===== config.mk =====
export PLATFORM = sky130hd
export DESIGN_NAME = instr_decode_stage
export DESIGN_NICKNAME = d
export VERILOG_FILES = /design/src/rtl/riscv_pkg.sv /design/src/rtl/imm_gen.sv /design/src/rtl/instr_decode_stage.sv
export SDC_FILE = /design/constraint.sdc
export NUM_CORES = 1
export LEC_CHECK = 0
export BUFFER_PORTS_ARGS = -buffer_cell sky130_fd_sc_hd__buf_2
export CORE_ASPECT_RATIO = 2
export CORE_MARGIN = 10
export CORE_UTILIZATION = 60
export CTS_BUF_LIST = sky130_fd_sc_hd__clkbuf_4
export CTS_CLUSTER_DIAMETER = 80
export CTS_CLUSTER_SIZE = 12
export DETAILED_ROUTE_END_ITERATION = 8
export HOLD_SLACK_MARGIN = 0.12
export PLACE_DENSITY = 0.95
export SLEW_MARGIN = 0
export SYNTH_ARGS = -nofsm -noshare
export SYNTH_HDL_FRONTEND = slang
export SYNTH_SLANG_ARGS = --single-unit

===== constraint.sdc =====
create_clock -name clk -period 3.9 [get_ports clk]
set_clock_uncertainty 0.1 [all_clocks]
set_input_delay 0 -clock clk [delete_from_list [all_inputs] [get_ports clk]]
set_output_delay 0 -clock clk [all_outputs]
set_load 0.01 [all_outputs]

===== src/rtl/riscv_pkg.sv =====
`default_nettype none
// ============================================================================
//  Module      : riscv_pkg
//  Description : RV32I decode definitions shared by the decode stage:
//                opcode constants, instruction-format enum, the decoded
//                bundle struct and the opcode classifier.
//                Config macro: DECODE_ILLEGAL_TRAP_EN adds an illegal flag
//                to the bundle.
//  Revision    : 1.0 - initial release
// ============================================================================
package riscv_pkg;

    localparam logic [6:0] OPC_OP     = 7'b0110011;
    localparam logic [6:0] OPC_OP_IMM = 7'b0010011;
    localparam logic [6:0] OPC_LOAD   = 7'b0000011;
    localparam logic [6:0] OPC_JALR   = 7'b1100111;
    localparam logic [6:0] OPC_STORE  = 7'b0100011;
    localparam logic [6:0] OPC_BRANCH = 7'b1100011;
    localparam logic [6:0] OPC_LUI    = 7'b0110111;
    localparam logic [6:0] OPC_AUIPC  = 7'b0010111;
    localparam logic [6:0] OPC_JAL    = 7'b1101111;

    typedef enum logic [2:0] {
        TYPE_R       = 3'd0,
        TYPE_I       = 3'd1,
        TYPE_S       = 3'd2,
        TYPE_B       = 3'd3,
        TYPE_U       = 3'd4,
        TYPE_J       = 3'd5,
        TYPE_ILLEGAL = 3'd7
    } instr_type_e;

    typedef struct packed {
        logic [6:0]  opcode;
        logic [4:0]  rd;
        logic [2:0]  funct3;
        logic [4:0]  rs1_addr;
        logic [4:0]  rs2_addr;
        logic [6:0]  funct7;
        logic [31:0] imm;
        instr_type_e instr_type;
        logic [31:0] pc;
        logic [31:0] rs1_data;
        logic [31:0] rs2_data;
`ifdef DECODE_ILLEGAL_TRAP_EN
        logic        illegal;
`endif
    } decoded_t;

    function automatic instr_type_e classify(input logic [6:0] opc);
        instr_type_e t;
        case (opc)
            OPC_OP:                       t = TYPE_R;
            OPC_OP_IMM, OPC_LOAD, OPC_JALR: t = TYPE_I;
            OPC_STORE:                    t = TYPE_S;
            OPC_BRANCH:                   t = TYPE_B;
            OPC_LUI, OPC_AUIPC:           t = TYPE_U;
            OPC_JAL:                      t = TYPE_J;
            default:                      t = TYPE_ILLEGAL;
        endcase
        return t;
    endfunction

endpackage
`default_nettype wire


===== src/rtl/imm_gen.sv =====
`default_nettype none
// ============================================================================
//  Module      : imm_gen
//  Description : Combinational RV32I immediate builder. Produces the
//                sign-extended immediate for the given instruction format;
//                R and ILLEGAL formats yield zero.
//  Ports       : instr      in  [31:7] instruction bits above the opcode
//                instr_type in  format class from the opcode classifier
//                imm        out 32-bit immediate
//  Revision    : 1.0 - initial release
// ============================================================================
module imm_gen
    import riscv_pkg::*;
(
    input  logic [31:7]  instr,
    input  instr_type_e  instr_type,
    output logic [31:0]  imm
);

    always_comb begin
        imm = '0;
        case (instr_type)
            TYPE_I:  imm = {{20{instr[31]}}, instr[31:20]};
            TYPE_S:  imm = {{20{instr[31]}}, instr[31:25], instr[11:7]};
            TYPE_B:  imm = {{19{instr[31]}}, instr[31], instr[7], instr[30:25],
                            instr[11:8], 1'b0};
            TYPE_U:  imm = {instr[31:12], 12'b0};
            TYPE_J:  imm = {{11{instr[31]}}, instr[31], instr[19:12], instr[20],
                            instr[30:21], 1'b0};
            default: imm = '0;
        endcase
    end

endmodule
`default_nettype wire


===== src/rtl/instr_decode_stage.sv =====
`default_nettype none
// ============================================================================
//  Module      : instr_decode_stage
//  Description : RV32I decode stage. Accepts instr/pc from fetch over
//                valid/ready, decodes fields and immediate, reads rs1/rs2
//                from the register file and presents a registered bundle to
//                execute. A one-entry skid buffer lets if_ready come straight
//                from a flop. flush discards everything held or arriving.
//                Config macro: DECODE_ILLEGAL_TRAP_EN adds ex_illegal and
//                zeroes the operand fields of illegal words.
//  Ports       : clk, rst                 clock, sync active-high reset
//                if_valid/if_ready        fetch handshake
//                if_instr/if_pc           fetched word and its pc
//                rf_rs*_addr/rf_rs*_data  combinational register-file read
//                flush                    discard request from execute
//                ex_valid/ex_ready        execute handshake
//                opcode..rs2_data         registered ALU bundle
//                ex_illegal               (macro only) illegal-opcode flag
//  Revision    : 1.0 - initial release
// ============================================================================
module instr_decode_stage
    import riscv_pkg::*;
#(
    parameter int XLEN         = 32,
    parameter int SKID_ENTRIES = 1
) (
    input  logic            clk,
    input  logic            rst,
    input  logic            if_valid,
    output logic            if_ready,
    input  logic [31:0]     if_instr,
    input  logic [XLEN-1:0] if_pc,
    output logic [4:0]      rf_rs1_addr,
    output logic [4:0]      rf_rs2_addr,
    input  logic [XLEN-1:0] rf_rs1_data,
    input  logic [XLEN-1:0] rf_rs2_data,
    input  logic            flush,
    output logic            ex_valid,
    input  logic            ex_ready,
    output logic [6:0]      opcode,
    output logic [4:0]      rd,
    output logic [2:0]      funct3,
    output logic [4:0]      rs1_addr,
    output logic [4:0]      rs2_addr,
    output logic [6:0]      funct7,
    output logic [XLEN-1:0] imm,
    output logic [2:0]      instr_type,
    output logic [XLEN-1:0] pc,
    output logic [XLEN-1:0] rs1_data,
    output logic [XLEN-1:0] rs2_data
`ifdef DECODE_ILLEGAL_TRAP_EN
    ,
    output logic            ex_illegal
`endif
);

    if (XLEN != 32 || SKID_ENTRIES != 1) begin : g_bad_config
        $error("instr_decode_stage supports only XLEN=32 and SKID_ENTRIES=1");
    end

    instr_type_e w_type;
    logic [31:0] w_imm;
    logic [4:0]  w_rs1_addr;
    logic [4:0]  w_rs2_addr;
    decoded_t    w_dec;

    decoded_t    r_out;
    decoded_t    r_skid;
    logic        r_ex_valid;
    logic        r_skid_valid;
    logic        r_if_ready;

    logic        w_accept;
    logic        w_out_free;
    logic        w_skid_valid_next;

    assign w_type = classify(if_instr[6:0]);

    imm_gen u_imm_gen (
        .instr      (if_instr[31:7]),
        .instr_type (w_type),
        .imm        (w_imm)
    );

    // Unused source registers are forced to x0 so the register file reads 0.
    always_comb begin
        w_rs1_addr = if_instr[19:15];
        w_rs2_addr = if_instr[24:20];
        if (w_type == TYPE_U || w_type == TYPE_J) begin
            w_rs1_addr = 5'd0;
        end
        if (w_type == TYPE_I || w_type == TYPE_U || w_type == TYPE_J) begin
            w_rs2_addr = 5'd0;
        end
    end

    assign rf_rs1_addr = w_rs1_addr;
    assign rf_rs2_addr = w_rs2_addr;

    always_comb begin
        w_dec            = '0;
        w_dec.opcode     = if_instr[6:0];
        w_dec.rd         = (w_type == TYPE_S || w_type == TYPE_B) ? 5'd0 : if_instr[11:7];
        w_dec.funct3     = if_instr[14:12];
        w_dec.rs1_addr   = w_rs1_addr;
        w_dec.rs2_addr   = w_rs2_addr;
        w_dec.funct7     = if_instr[31:25];
        w_dec.imm        = w_imm;
        w_dec.instr_type = w_type;
        w_dec.pc         = if_pc;
        w_dec.rs1_data   = rf_rs1_data;
        w_dec.rs2_data   = rf_rs2_data;
`ifdef DECODE_ILLEGAL_TRAP_EN
        // Zeroed operand fields make the ALU see a NOP for a trapped word.
        if (w_type == TYPE_ILLEGAL) begin
            w_dec.illegal  = 1'b1;
            w_dec.opcode   = '0;
            w_dec.rd       = '0;
            w_dec.rs1_addr = '0;
            w_dec.rs2_addr = '0;
            w_dec.imm      = '0;
            w_dec.rs1_data = '0;
            w_dec.rs2_data = '0;
        end
`endif
    end

    assign w_accept   = if_valid & r_if_ready;
    assign w_out_free = ~r_ex_valid | ex_ready;

    // The skid only fills while the output is stalled. When the output frees
    // up the skid always drains; if_ready was low while it was full, so no
    // new word can compete for the output in that cycle.
    assign w_skid_valid_next = w_out_free ? 1'b0 : (r_skid_valid | w_accept);

    always_ff @(posedge clk) begin
        if (rst) begin
            r_out        <= '0;
            r_skid       <= '0;
            r_ex_valid   <= 1'b0;
            r_skid_valid <= 1'b0;
            r_if_ready   <= 1'b1;
        end else if (flush) begin
            r_ex_valid   <= 1'b0;
            r_skid_valid <= 1'b0;
            r_if_ready   <= 1'b1;
        end else begin
            if (w_out_free) begin
                if (r_skid_valid) begin
                    r_out      <= r_skid;
                    r_ex_valid <= 1'b1;
                end else if (w_accept) begin
                    r_out      <= w_dec;
                    r_ex_valid <= 1'b1;
                end else begin
                    r_ex_valid <= 1'b0;
                end
            end else if (w_accept) begin
                r_skid <= w_dec;
            end
            r_skid_valid <= w_skid_valid_next;
            r_if_ready   <= ~w_skid_valid_next;
        end
    end

    assign if_ready   = r_if_ready;
    assign ex_valid   = r_ex_valid;
    assign opcode     = r_out.opcode;
    assign rd         = r_out.rd;
    assign funct3     = r_out.funct3;
    assign rs1_addr   = r_out.rs1_addr;
    assign rs2_addr   = r_out.rs2_addr;
    assign funct7     = r_out.funct7;
    assign imm        = r_out.imm;
    assign instr_type = r_out.instr_type;
    assign pc         = r_out.pc;
    assign rs1_data   = r_out.rs1_data;
    assign rs2_data   = r_out.rs2_data;
`ifdef DECODE_ILLEGAL_TRAP_EN
    assign ex_illegal = r_out.illegal;
`endif

endmodule
`default_nettype wire

==> results of run 1 <==
cell families after synthesis:
kind of cell,synth area share (%)
buffers and inverters,4.735
xor gates and xnor gates,0.06449
and+or+nand+nor,17.58
adders and majority gates,0.2764
muxes,8.990
AOI/OAI and AO/OA,19.86
DFF,48.49
through the flow:
| stage | cells | utilization, % |
|---|---|---|
| detailed placement | 1998 | 67.38 |
| global placement | 1998 | 67.38 |
| floorplan | 1547 | - |
==> run summary, run 1 <==
Top cells by count, synth -> dfxtp_1, nand2_1, a21oi_1, nor2_1, a211oi_1
TritonCTS buffer count -> 31
Post-synth cell types -> 60
Exit stage -> clock tree synthesis
Syn_area_per_cell -> 8.780 um2
Area after DPL -> 15000 um2
Post-synth EDFFs -> 0
Rows -> 77
YS warnings -> 0
Most common cell in the netlist -> dfxtp_1
Post-synth top area share -> 48.49%
Final GP Congestion -> 0.9115
CTS Hold Bufs -> 410
Outcome -> aborted with a tool error
H-tree Lvls -> 1
Most used DFF post-synth -> dfxtp_1
CTS resizes -> 0
Initial core utilization -> 61.03%
#FFs+latches synth -> 329
Maximum clock path buffer count -> 3
Die Height -> 232.8 um
Synth Instances -> 1547
Synth area leader -> dfxtp_1
Worst setup slack after placement -> 0.7468 ns
# port buffers -> 307
Top post-synthesis cells by area -> dfxtp_1, mux2i_1, nand2_1
FFs w/ async S/R, synth -> 0%
IO Pins -> 308
# Post-CTS Setup Buffers -> 0
Syn Nets -> 1683
Clock sinks -> 329
Mapped cell area -> 13580 um2
Err -> [ERROR RSZ-0060] Max buffer count reached.
Root buffer cell -> clkbuf_4
Post-DP HPWL -> 27.17 mm
Seq/Total Area, Yosys -> 48.49%
Die W -> 126.4 um
==> run 2: changes to the inputs <==
Settings changed: CORE_ASPECT_RATIO 2 to unset, CORE_UTILIZATION 60 to 40, CTS_BUF_LIST sky130_fd_sc_hd__clkbuf_4 to unset, CTS_CLUSTER_DIAMETER 80 to unset, CTS_CLUSTER_SIZE 12 to unset, HOLD_SLACK_MARGIN 0.12 to unset, PLACE_DENSITY 0.95 to unset, PLACE_DENSITY_LB_ADDON set to 0.15.
==> run summary, run 2 <==
Area delta synth->final -> 32.96%
TritonCTS buffer count -> 37
Worst setup slack after placement -> 0.9953 ns
Most common cell in the netlist -> dfxtp_1
Die Height -> 204.3 um
Multi-input gate area -> 6375 um2
Mapped cell area -> 13580 um2
Top post-synthesis cells by area -> dfxtp_1, mux2i_1, nand2_1
Number of antenna violations at the first check in global routing -> 0
Dpl cells -> 2170
H-tree Lvls -> 2
Final WL -> 42.32 mm
Rows -> 67
#FFs+latches synth -> 329
Worst path slowest cell -> nor2_1
Final hold vios -> 0
Maximum clock path buffer count -> 3
Core area -> 33530 um2
Largest net degree at the start of global routing -> 226
HP Class -> primary input to register
Final Setup Violations -> 0
Max IR drop VDD -> 0.2981 mV
Post-synth cell types -> 60
Seq/Total Area, Yosys -> 48.49%
Outcome -> finished, final reports clean
Wire length of the first global-routing pass -> 67.53 mm
Overall power -> 7.862 mW
Post-synth EDFFs -> 0
Share of cells above drive strength 1 -> 20.71%
RSZ-0062 raised after global routing -> false
Max FFs per register -> 163
Post-DP HPWL -> 26.13 mm
Setup crit start kind -> primary input
IO Pins -> 308
Synth Instances -> 1547
# Post-CTS Setup Buffers -> 0
Die W -> 204.3 um
Largest Register -> r_skid
Syn Nets -> 1683
Max transition margin -> 5.305%
Vias in the first global route -> 12.13k
Avg WL per Cell -> 17.68 um
Post-synth top area share -> 48.49%
Routed Antenna Nets -> 0
Max-slew violation count -> 0
Max-Cap Viols -> 0
Diode count -> 0
NumNets Final -> 2055
Clock Latency Late Sink -> 0.53 ns
Commonest non-fill, non-tap cell in the layout -> dfxtp_1
P_leak -> 7.163 nW
Critical-path maximum fanout -> 11
Commonest cells after routing, fill and taps aside -> dfxtp_1, buf_2, nand2_1, a21oi_1, dlygate4sd3_1
DRT iter0 DRCs -> 705
Fmax -> 280.5 MHz
Synth area leader -> dfxtp_1
CP Data Arrival Time -> 3.46 ns
CP Capture Type -> output port
Final worst slack -> 0.3351 ns
FILL cells -> 3111
YS warnings -> 0
Syn_area_per_cell -> 8.780 um2
Worst-path cell chain -> dlygate4sd3_1, buf_2, nand3b_4, nor3_4, inv_2, ha_1, o21ai_0, o2bb2ai_1, nor2_1, o21ai_0, buf_4, and2_1, buf_2
Final GP Congestion -> 0.7762
Total GRT Usage -> 19.51%
FFs w/ async S/R, synth -> 0%
# DRC -> 0
# port buffers -> 307
Root buffer cell -> clkbuf_16
Critical Path RT -> 3.80 ns
Power Dens Cells -> 435.4 nW/um2
Clock-pin transition on the worst setup and hold timing paths -> 0.06 ns
Worst-Margin Slew -> 1.420 ns
Final Cycle Share -> 91.41%
Grt total ovfl -> 0
Full die area -> 41730 um2
Post-route setup TNS -> 0 ns
Non-Filler Instances -> 2394
Type of the worst setup path -> primary input to output port
Via count -> 12.43k
R2R depth -> 6
Initial core utilization -> 40.51%
Top cells by count, synth -> dfxtp_1, nand2_1, a21oi_1, nor2_1, a211oi_1
Hold Path Cell Cnt -> 3
Most used DFF post-synth -> dfxtp_1
Storage cell area -> 6590 um2
Tmin final -> 3.565 ns
CP max stage delay -> 0.63 ns
Vias per Instance -> 5.190
CTS tree -> yes
1st-pass router iterations -> 5
Clock sinks -> 329
[run 2: cell counts after synthesis]
No cell type changed its count.
[run 2: path summary, 6_finish.rpt]
| check | endpoint | startpoint | slack [ns] |
|---|---|---|---|
| max | rf_rs2_addr[2] | if_instr[3] | 0.34 |
| min | if_ready | if_valid | 0.06 |
| max reg2reg | r_skid[79] | if_ready | 0.85 |
| min reg2reg | r_skid[112] | r_skid[112] | 0.34 |
[run 2: metal layers]
layer / wire length [um] / global-route usage [%] / part of all wire [%] / vias to the layer above
met2: 20110 / 32.00 / 48 / 306
met4: 665 / 4.337 / 1.6 / 0
met3: 3012 / 5.437 / 7.1 / 48
met5: 0 / 0 / 0 / -
met1: 18530 / 24.98 / 44 / 5892
li1: - / - / - / 6180
[run 2: metrics by stage]
step                      hold WS (ns)  instance area (um2)  util, %
after floorplan               -0.02153                13580        -
after global placement          0.1513                15220    45.40
after detailed placement        0.1562                15220    45.40
after CTS                      0.04112                18060    53.86
after global routing            0.1270                18060    53.86
final                          0.05666                18060    53.86
[run 2: kinds of logic after synthesis]
logic type      after synthesis  synth area share, %
simple gates                531                17.58
mux                         122                8.990
fa+ha+maj                     3               0.2764
buf+inv                     148                4.735
flops                       329                48.49
xor+xnor                      1              0.06449
compound gates              413                19.86
[run 2: final cells by class]
class	count	share of cell area, %
sequential	329	36.49
multi-input combinational	1070	35.30
clock inverter	10	0.8729
timing repair buffer	476	18.05
inverter	5	0.1039
clock buffer	56	6.076
tap	448	3.104
[run 2: power by group]
group	total [mW]	internal (mW)	switching (mW)
logic	0.782	0.341	0.440
registers	3.53	3.47	0.0548
clock network	3.56	2.15	1.40
total	7.86	5.97	1.90
[run 2: worst max-delay path, delay by kind of cell]
family,cells,cell delay [ns]
compound gates,3,0.65
fa+ha+maj,1,0.28
buf+inv,5,1.24
simple gates,4,1.29
[run 2: repair_timing]
item                                   CTS  global route
gates resized for setup                  0             0
endpoints found under the hold margin  328             0
hold buffers                           158             0
No activity file was read; power rests on OpenSTA's default activity.
